**src/rtl/rr_arbiter8.sv**
```systemverilog
// Locking round-robin arbiter for 8 requesters with a hold timeout.
// Define ARB_FIXED_PRIO_EN for lowest-index-wins fixed priority.
module rr_arbiter8 #(
  parameter int NUM_REQ = 8,
  parameter int TIMEOUT = 16,
  parameter int CNT_W   = 8
) (
  input  logic               clk,
  input  logic               rst_n,
  input  logic [NUM_REQ-1:0] req,
  output logic [NUM_REQ-1:0] gnt,
  output logic [2:0]         gnt_idx,
  output logic               gnt_valid,
  output logic               timeout_pulse
);

  typedef enum logic {
    IDLE,
    OWNED
  } state_t;

  state_t             state_q, state_d;
  logic [NUM_REQ-1:0] gnt_q, gnt_d;
  logic [2:0]         idx_q, idx_d;
  logic [CNT_W-1:0]   hcnt_q, hcnt_d;
  logic               tp_q, tp_d;
`ifndef ARB_FIXED_PRIO_EN
  logic [2:0]         ptr_q, ptr_d;
`endif

  logic [NUM_REQ-1:0] others;
  logic [2:0]         base;
  logic [2:0]         nxt;
  logic [3:0]         win;
  logic               hold_max;

  // {found, index} of the first set bit of m at or above b, wrapping.
  function automatic logic [3:0] pick(
    input logic [NUM_REQ-1:0] m,
    input logic [2:0]         b
  );
    logic [3:0] r;
    logic [2:0] j;
    r = '0;
    for (int i = NUM_REQ - 1; i >= 0; i--) begin
      j = b + 3'(i);
      if (m[j]) r = {1'b1, j};
    end
    return r;
  endfunction

  // The owner's bit is excluded, so one search serves idle,
  // release (owner bit already low) and timeout alike.
  assign others   = req & ~gnt_q;
  assign nxt      = idx_q + 3'd1;
  assign hold_max = (hcnt_q == CNT_W'(TIMEOUT - 1));

`ifdef ARB_FIXED_PRIO_EN
  assign base = 3'd0;
`else
  assign base = (state_q == IDLE) ? ptr_q : nxt;
`endif

  assign win = pick(others, base);

  always_comb begin
    state_d = state_q;
    gnt_d   = gnt_q;
    idx_d   = idx_q;
    hcnt_d  = hcnt_q;
    tp_d    = 1'b0;
`ifndef ARB_FIXED_PRIO_EN
    ptr_d   = ptr_q;
`endif
    unique case (state_q)
      IDLE: begin
        if (win[3]) begin
          state_d = OWNED;
          gnt_d   = NUM_REQ'(1) << win[2:0];
          idx_d   = win[2:0];
          hcnt_d  = '0;
        end
      end
      OWNED: begin
        if (!req[idx_q]) begin
`ifndef ARB_FIXED_PRIO_EN
          ptr_d  = nxt;
`endif
          hcnt_d = '0;
          if (win[3]) begin
            gnt_d = NUM_REQ'(1) << win[2:0];
            idx_d = win[2:0];
          end else begin
            state_d = IDLE;
            gnt_d   = '0;
            idx_d   = 3'd0;
          end
        end else if (hold_max) begin
          // Lone owner past the limit keeps the grant, counter saturated.
          if (win[3]) begin
`ifndef ARB_FIXED_PRIO_EN
            ptr_d  = nxt;
`endif
            gnt_d  = NUM_REQ'(1) << win[2:0];
            idx_d  = win[2:0];
            hcnt_d = '0;
            tp_d   = 1'b1;
          end
        end else begin
          hcnt_d = hcnt_q + CNT_W'(1);
        end
      end
      default: state_d = IDLE;
    endcase
  end

  always_ff @(posedge clk or negedge rst_n) begin
    if (!rst_n) begin
      state_q <= IDLE;
      gnt_q   <= '0;
      idx_q   <= 3'd0;
      hcnt_q  <= '0;
      tp_q    <= 1'b0;
`ifndef ARB_FIXED_PRIO_EN
      ptr_q   <= 3'd0;
`endif
    end else begin
      state_q <= state_d;
      gnt_q   <= gnt_d;
      idx_q   <= idx_d;
      hcnt_q  <= hcnt_d;
      tp_q    <= tp_d;
`ifndef ARB_FIXED_PRIO_EN
      ptr_q   <= ptr_d;
`endif
    end
  end

  assign gnt           = gnt_q;
  assign gnt_idx       = idx_q;
  assign gnt_valid     = |gnt_q;
  assign timeout_pulse = tp_q;

endmodule

```
**config.mk**
```make
export PLATFORM = sky130hd
export DESIGN_NAME = rr_arbiter8
export DESIGN_NICKNAME = d
export VERILOG_FILES = /design/src/rtl/rr_arbiter8.sv
export SDC_FILE = /design/constraint.sdc
export NUM_CORES = 1
export LEC_CHECK = 0
export CAP_MARGIN = 40
export CORE_MARGIN = 2
export CORE_UTILIZATION = 59
export CTS_BUF_LIST = sky130_fd_sc_hd__clkbuf_8
export DETAILED_ROUTE_END_ITERATION = 8
export PLACE_DENSITY = 0.82
export SLEW_MARGIN = 10
export SYNTH_ARGS = -nofsm -noshare
export SYNTH_HDL_FRONTEND = slang
export SYNTH_SLANG_ARGS = --single-unit
```
**constraint.sdc**
```tcl
create_clock -name clk -period 3.7 [get_ports clk]
set_input_delay 0.37 -clock clk [delete_from_list [all_inputs] [get_ports clk]]
set_output_delay 0.37 -clock clk [all_outputs]
set_load 0.005 [all_outputs]
```
==> results of run 1 <==
state kept, by name, indices dropped and copies added (netlist names):
signal,count
gnt_idx,3
state_q,1
ptr_q,3
hcnt_q,8
gnt,8
timeout_pulse,1
critical path, cell delays in order (launching register included):
cell and delay (ns):
dfrtp_1 0.46, or2_1 0.37, nand2_4 0.21, inv_4 0.08
ha_1 0.39, mux4_2 0.43, mux2_2 0.30, a311oi_1 0.30
o211ai_1 0.17, a41o_1 0.33, o31ai_1 0.30
cell usage in the layout, fill, tap and decap left out, types with 9 or more instances in the layout:
cell type	instances
dfrtp_1	24
nor2_1	17
o21ai_0	21
a21oi_1	13
nand2b_1	12
nor2b_1	9
nor3_1	9
nand2_1	22
nand3_1	13
buf_4	9
clkdlybuf4s50_1	22
per-stage QoR:
stage / hold slack [ns] / utilization / worst slack [ns]
floorplan: 0.0744 / - / 0.277
global placement: 0.478 / 0.697 / 0.317
detailed placement: 0.509 / 0.705 / 0.296
CTS: 0.437 / 0.716 / 0.272
global route: 0.449 / 0.717 / 0.0124
finish: 0.422 / 0.717 / 0.253
cells by family (layout without fill, tap and decap cells):
family / Yosys count / after routing / synth area share
mux: 24 / 24 / 0.150
simple gates: 105 / 105 / 0.243
compound gates: 83 / 83 / 0.261
buf+inv: 13 / 39 / 0.0310
flops: 24 / 24 / 0.266
fa+ha+maj: 4 / 4 / 0.0222
xor+xnor: 7 / 7 / 0.0272
area by class of cell:
class                      instances  area, um2  share of cell area
timing repair buffer              32        315               0.120
multi-input combinational        223       1590               0.606
clock buffer                       3       41.3              0.0157
tap                               48       60.1              0.0229
sequential                        24        601               0.229
inverter                           4       17.5             0.00668
synthesized netlist by cell type (2+ instances only):
cell type | instances | share of area
xor2_1 | 3 | 0.012
nor2_1 | 18 | 0.030
mux2_2 | 6 | 0.030
mux2i_1 | 8 | 0.035
o22ai_1 | 5 | 0.014
inv_1 | 2 | 0.0033
nand2b_1 | 12 | 0.033
and3_1 | 4 | 0.011
xnor2_1 | 4 | 0.016
or2_2 | 3 | 0.0083
nor3_1 | 9 | 0.020
mux2_1 | 2 | 0.010
buf_2 | 3 | 0.0066
nor2b_1 | 9 | 0.025
ha_1 | 4 | 0.022
mux4_2 | 5 | 0.050
clkbuf_1 | 3 | 0.0050
nor4_1 | 3 | 0.0083
o211ai_1 | 8 | 0.027
nand2_1 | 22 | 0.037
a21oi_1 | 13 | 0.029
and2_1 | 5 | 0.014
o2111ai_1 | 2 | 0.0078
o21a_1 | 2 | 0.0066
a21o_1 | 3 | 0.010
o21ai_1 | 2 | 0.0044
o21ai_0 | 21 | 0.047
a32o_1 | 4 | 0.018
a211oi_1 | 2 | 0.0066
or4_1 | 2 | 0.0066
a22o_1 | 3 | 0.012
nand3_1 | 13 | 0.029
a311oi_1 | 2 | 0.0078
o31ai_1 | 3 | 0.010
buf_4 | 2 | 0.0066
dfrtp_1 | 24 | 0.27
metal layers:
| layer | global-route usage | vias to the layer above | share of wire |
|---|---|---|---|
| met1 | 0.396 | 1087 | 0.43 |
| met4 | 0.0885 | 0 | 0.019 |
| met3 | 0.0204 | 13 | 0.056 |
| met2 | 0.461 | 81 | 0.49 |
| met5 | 0 | - | 0 |
| li1 | - | 1051 | - |
worst max-delay path by stage:
stage                                start                   end  slack (ns)  cells after the start
global route             state_q$_DFF_PN0_    gnt[0]$_DFFE_PN0P_        0.01                     10
finish                   state_q$_DFF_PN0_    gnt[0]$_DFFE_PN0P_        0.25                     10
floorplan           gnt_idx[0]$_DFFE_PN0P_  ptr_q[1]$_DFFE_PN0P_        0.28                     11
global placement         state_q$_DFF_PN0_    gnt[3]$_DFFE_PN0P_        0.32                     11
detailed placement       state_q$_DFF_PN0_   hcnt_q[7]$_DFF_PN0_        0.30                     11
CTS                      state_q$_DFF_PN0_   hcnt_q[7]$_DFF_PN0_        0.27                     11
==> results.sh, run 1 <==
export IMPL_largest_net_degree_at_the_start_of_global_routing=18
export IMPL_die_height_um=65.9
export IMPL_reg2regPathDepth=10
export IMPL_vias_in_the_first_global_route=1969
export IMPL_area_after_dpl_um2=2580
export IMPL_achievable_frequency_mhz=290
export IMPL_ys_seq_area_frac=0.266
export IMPL_row_count=22
export IMPL_grt_pass1_wl_mm=9.43
export IMPL_hold_path_class="primary input to asynchronous set/reset pin"
export IMPL_cp_end_kind="register"
export IMPL_die_area_um2=4340
export IMPL_vias_per_cell=6.68
export IMPL_routed_via_count=2232
export IMPL_drt_pass1_iterations=5
export IMPL_yosys_register_bits=24
export IMPL_final_fill_count=298
export IMPL_antenna_left=0
export IMPL_initial_core_util=0.617
export IMPL_slew_headroom=0.523
export IMPL_yosysWarningCount=0
export IMPL_cts_hold_repair_buffers=0
export IMPL_grt_setup_unrepaired="false"
export IMPL_crit_path_max_fanout=14
export IMPL_syn_num_nets=274
export IMPL_design_final_nets=302
export IMPL_critical_path_arrival_ns=3.60
export IMPL_clockBufferDepth=2
export IMPL_timing_rr_end="gnt[0]$_DFFE_PN0P_"
export IMPL_numCtsBuffers=3
export IMPL_final_cells=334
export IMPL_synth_async_sr_flop_share=1.00
export IMPL_layout_drive_gt1_share=0.143
export IMPL_timing_final_max_slew_violations=0
export IMPL_timing_final_crit_share=0.931
export IMPL_clock_latency_ns=0.26
export IMPL_grt_antenna_before_repair=0
export IMPL_clock_tree_from_tritoncts="done"
export IMPL_finalWeightedCongestion=0.996
export IMPL_period_minus_slack_ns=3.45
export IMPL_placed_cells=331
export IMPL_groute_usage_overall=0.281
export IMPL_clkSlewWorstSetupHoldPaths_ns=0.08
export IMPL_grt_overflow_total=0
export IMPL_initialDrtViolationCount=204
export IMPL_mean_instance_size_in_the_synthesized_netlist_um2=8.68
export IMPL_die_x_um=65.9
export IMPL_cts_sinks=24
export IMPL_worst_setup_path_start_kind="register"
export IMPL_finalHoldViolCount=0
export IMPL_num_antenna_cells=0
export IMPL_setup_viol=0
export IMPL_mappedNetlistArea_um2=2260
export IMPL_placement_io_buffers=22
export IMPL_final_setup_skew_ns=0.00216
export IMPL_io_pins=23
export IMPL_tns_ns=0
export IMPL_cts_resized=0
export IMPL_yosys_cell_types_count=60
export IMPL_number_of_flops_mapped_to_enable_cells_by_yosys=0
export IMPL_drv_max_cap_violation_count=0
export IMPL_hpwl_mm=4.46
export IMPL_worst_endpoint_required_ns=3.86
export IMPL_placeableCoreArea_um2=3660
export IMPL_cts_max_level=1
export IMPL_routed_wl_mm=5.66
export IMPL_post_synthesis_cells=260
export IMPL_root_buffer="clkbuf_8"
export IMPL_tightestPinTransition_ns=0.711
export IMPL_drc=0
export IMPL_post_route_cell_area_um2=2620
export IMPL_routedWlPerCell_um=16.9
export IMPL_timing_setup_critical_path_class="register to register"
export IMPL_reg2reg_setup_slack_ns=0.25
export IMPL_growth_of_design_area_from_synthesis_to_finish_pct=16.2
export IMPL_synthFlopType="dfrtp_1"
export IMPL_rr_startpoint="state_q$_DFF_PN0_"
export IMPL_total_setup_buffers_inserted_after_cts=0
export IMPL_outcome="finished, final reports clean"
Power of run 1 is left out: the tool's default activity adds up to more than one toggle a clock period on the data nets, which glitch-free logic cannot reach.
==> run 2, diff against run 1 <==
Settings changed: CAP_MARGIN 40 to unset.
==> results.sh, run 2 (synthesis results as in run 1) <==
export IMPL_io_pins=23
export IMPL_final_fill_count=301
export IMPL_grt_pass1_wl_mm=9.31
export IMPL_layout_drive_gt1_share=0.140
export IMPL_clock_tree_from_tritoncts="done"
export IMPL_timing_final_max_slew_violations=0
export IMPL_routedWlPerCell_um=16.9
export IMPL_critical_path_arrival_ns=3.62
export IMPL_largest_net_degree_at_the_start_of_global_routing=25
export IMPL_die_area_um2=4340
export IMPL_outcome="finished, final reports clean"
export IMPL_setup_viol=0
export IMPL_multiInputGateArea_um2=1600
export IMPL_row_count=22
export IMPL_grt_overflow_total=0
export IMPL_antenna_left=0
export IMPL_clockBufferDepth=2
export IMPL_mostFrequentLayoutCells="dfrtp_1, nand2_1, clkdlybuf4s50_1"
export IMPL_placement_setup_worst_slack_ns=0.292
export IMPL_critPathLaunch="state_q$_DFF_PN0_"
export IMPL_drt_pass1_iterations=5
export IMPL_die_height_um=65.9
export IMPL_timing_rr_end="gnt[3]$_DFFE_PN0P_"
export IMPL_placeableCoreArea_um2=3660
export IMPL_initialDrtViolationCount=253
export IMPL_cts_hold_repair_buffers=0
export IMPL_worst_endpoint_required_ns=3.85
export IMPL_root_buffer="clkbuf_8"
export IMPL_period_minus_slack_ns=3.47
export IMPL_groute_usage_overall=0.278
export IMPL_timing_setup_critical_path_class="register to register"
export IMPL_grt_setup_unrepaired="false"
export IMPL_num_antenna_cells=0
export IMPL_finalHoldViolCount=0
export IMPL_slew_headroom=0.298
export IMPL_hpwl_mm=4.37
export IMPL_cts_max_level=1
export IMPL_clkSlewWorstSetupHoldPaths_ns=0.08
export IMPL_vias_per_cell=6.60
export IMPL_hold_path_class="register to register"
export IMPL_design_final_nets=301
export IMPL_reg2reg_setup_slack_ns=0.23
export IMPL_worst_setup_path_start_kind="register"
export IMPL_crit_path_max_fanout=14
export IMPL_numCtsBuffers=3
export IMPL_finalWeightedCongestion=0.996
export IMPL_die_x_um=65.9
export IMPL_growth_of_design_area_from_synthesis_to_finish_pct=15.6
export IMPL_tightestPinTransition_ns=1.05
export IMPL_final_critical_path_setup_slack_ns=0.235
export IMPL_timing_final_crit_share=0.937
export IMPL_cts_sinks=24
export IMPL_tns_ns=0
export IMPL_final_common_cell="dfrtp_1"
export IMPL_rr_startpoint="state_q$_DFF_PN0_"
export IMPL_routed_via_count=2198
export IMPL_reg2regPathDepth=11
export IMPL_initial_core_util=0.617
export IMPL_placement_io_buffers=22
export IMPL_post_route_cell_area_um2=2610
export IMPL_area_after_dpl_um2=2550
export IMPL_critPathCapture="gnt[3]$_DFFE_PN0P_"
export IMPL_vias_in_the_first_global_route=1952
export IMPL_cp_end_kind="register"
export IMPL_final_setup_skew_ns=0.00218
export IMPL_routed_wl_mm=5.63
export IMPL_grt_antenna_before_repair=0
export IMPL_clock_latency_ns=0.26
export IMPL_total_setup_buffers_inserted_after_cts=0
export IMPL_achievable_frequency_mhz=289
export IMPL_drc=0
export IMPL_regArea_um2=601
export IMPL_drv_max_cap_violation_count=0
## run 2: layout make-up
type	instances	area share
Clock buffer	3	0.0158
Inverter	4	0.00671
Timing Repair Buffer	31	0.110
Tap cell	48	0.0230
Sequential cell	24	0.230
Multi-Input combinational cell	223	0.614
## run 2: worst min-delay path by stage
stage / slack, ns / cells after the start / from / end
2_1_floorplan: 0.07 / 0 / rst_n / gnt[0]$_DFFE_PN0P_
3_3_place_gp: 0.48 / 1 / ptr_q[1]$_DFFE_PN0P_ / ptr_q[1]$_DFFE_PN0P_
3_5_place_dp: 0.50 / 1 / hcnt_q[7]$_DFF_PN0_ / hcnt_q[7]$_DFF_PN0_
4_1_cts: 0.51 / 1 / hcnt_q[7]$_DFF_PN0_ / hcnt_q[7]$_DFF_PN0_
5_1_grt: 0.54 / 1 / ptr_q[1]$_DFFE_PN0P_ / ptr_q[1]$_DFFE_PN0P_
6_report: 0.52 / 1 / hcnt_q[7]$_DFF_PN0_ / hcnt_q[7]$_DFF_PN0_
## run 2: worst max-delay path, stage by stage (launching register included)
cell and delay, ns:
dfrtp_1 0.45, or2_1 0.36, nand2_4 0.21, inv_4 0.08
ha_1 0.39, mux4_2 0.44, mux2_2 0.30, a311oi_1 0.29
o211ai_1 0.17, a41oi_2 0.34, nor2_1 0.10, a22o_1 0.21
## run 2: repair_timing
item | 4_1_cts | 5_1_grt
resized for setup | 0 | 2
endpoints found under the setup margin | 0 | 1
endpoints found under the hold margin | 0 | 0
## run 2: stage by stage
| step | utilization | hold WS, ns | std cells |
|---|---|---|---|
| floorplan | - | 0.0744 | 260 |
| global placement | 0.697 | 0.478 | 330 |
| detailed placement | 0.697 | 0.499 | 330 |
| CTS | 0.708 | 0.511 | 333 |
| global route | 0.713 | 0.536 | 333 |
| finish | 0.713 | 0.519 | 333 |
## run 2: layer usage
metal	track usage	wire [um]	share of wire
met2	0.448	2750	0.49
met5	0	0	0
met4	0.0911	104	0.018
met1	0.388	2460	0.44
met3	0.0341	315	0.056
Power of run 2 is left out for the same reason.
==> run 3, diff against run 2 <==
Settings changed: SLEW_MARGIN 10 to 5, TNS_END_PERCENT set to 50.
==> results of run 3 <==
Same layout as run 2: the final DEF is identical, and so are final timing and power.
Power of run 3 is left out for the same reason.
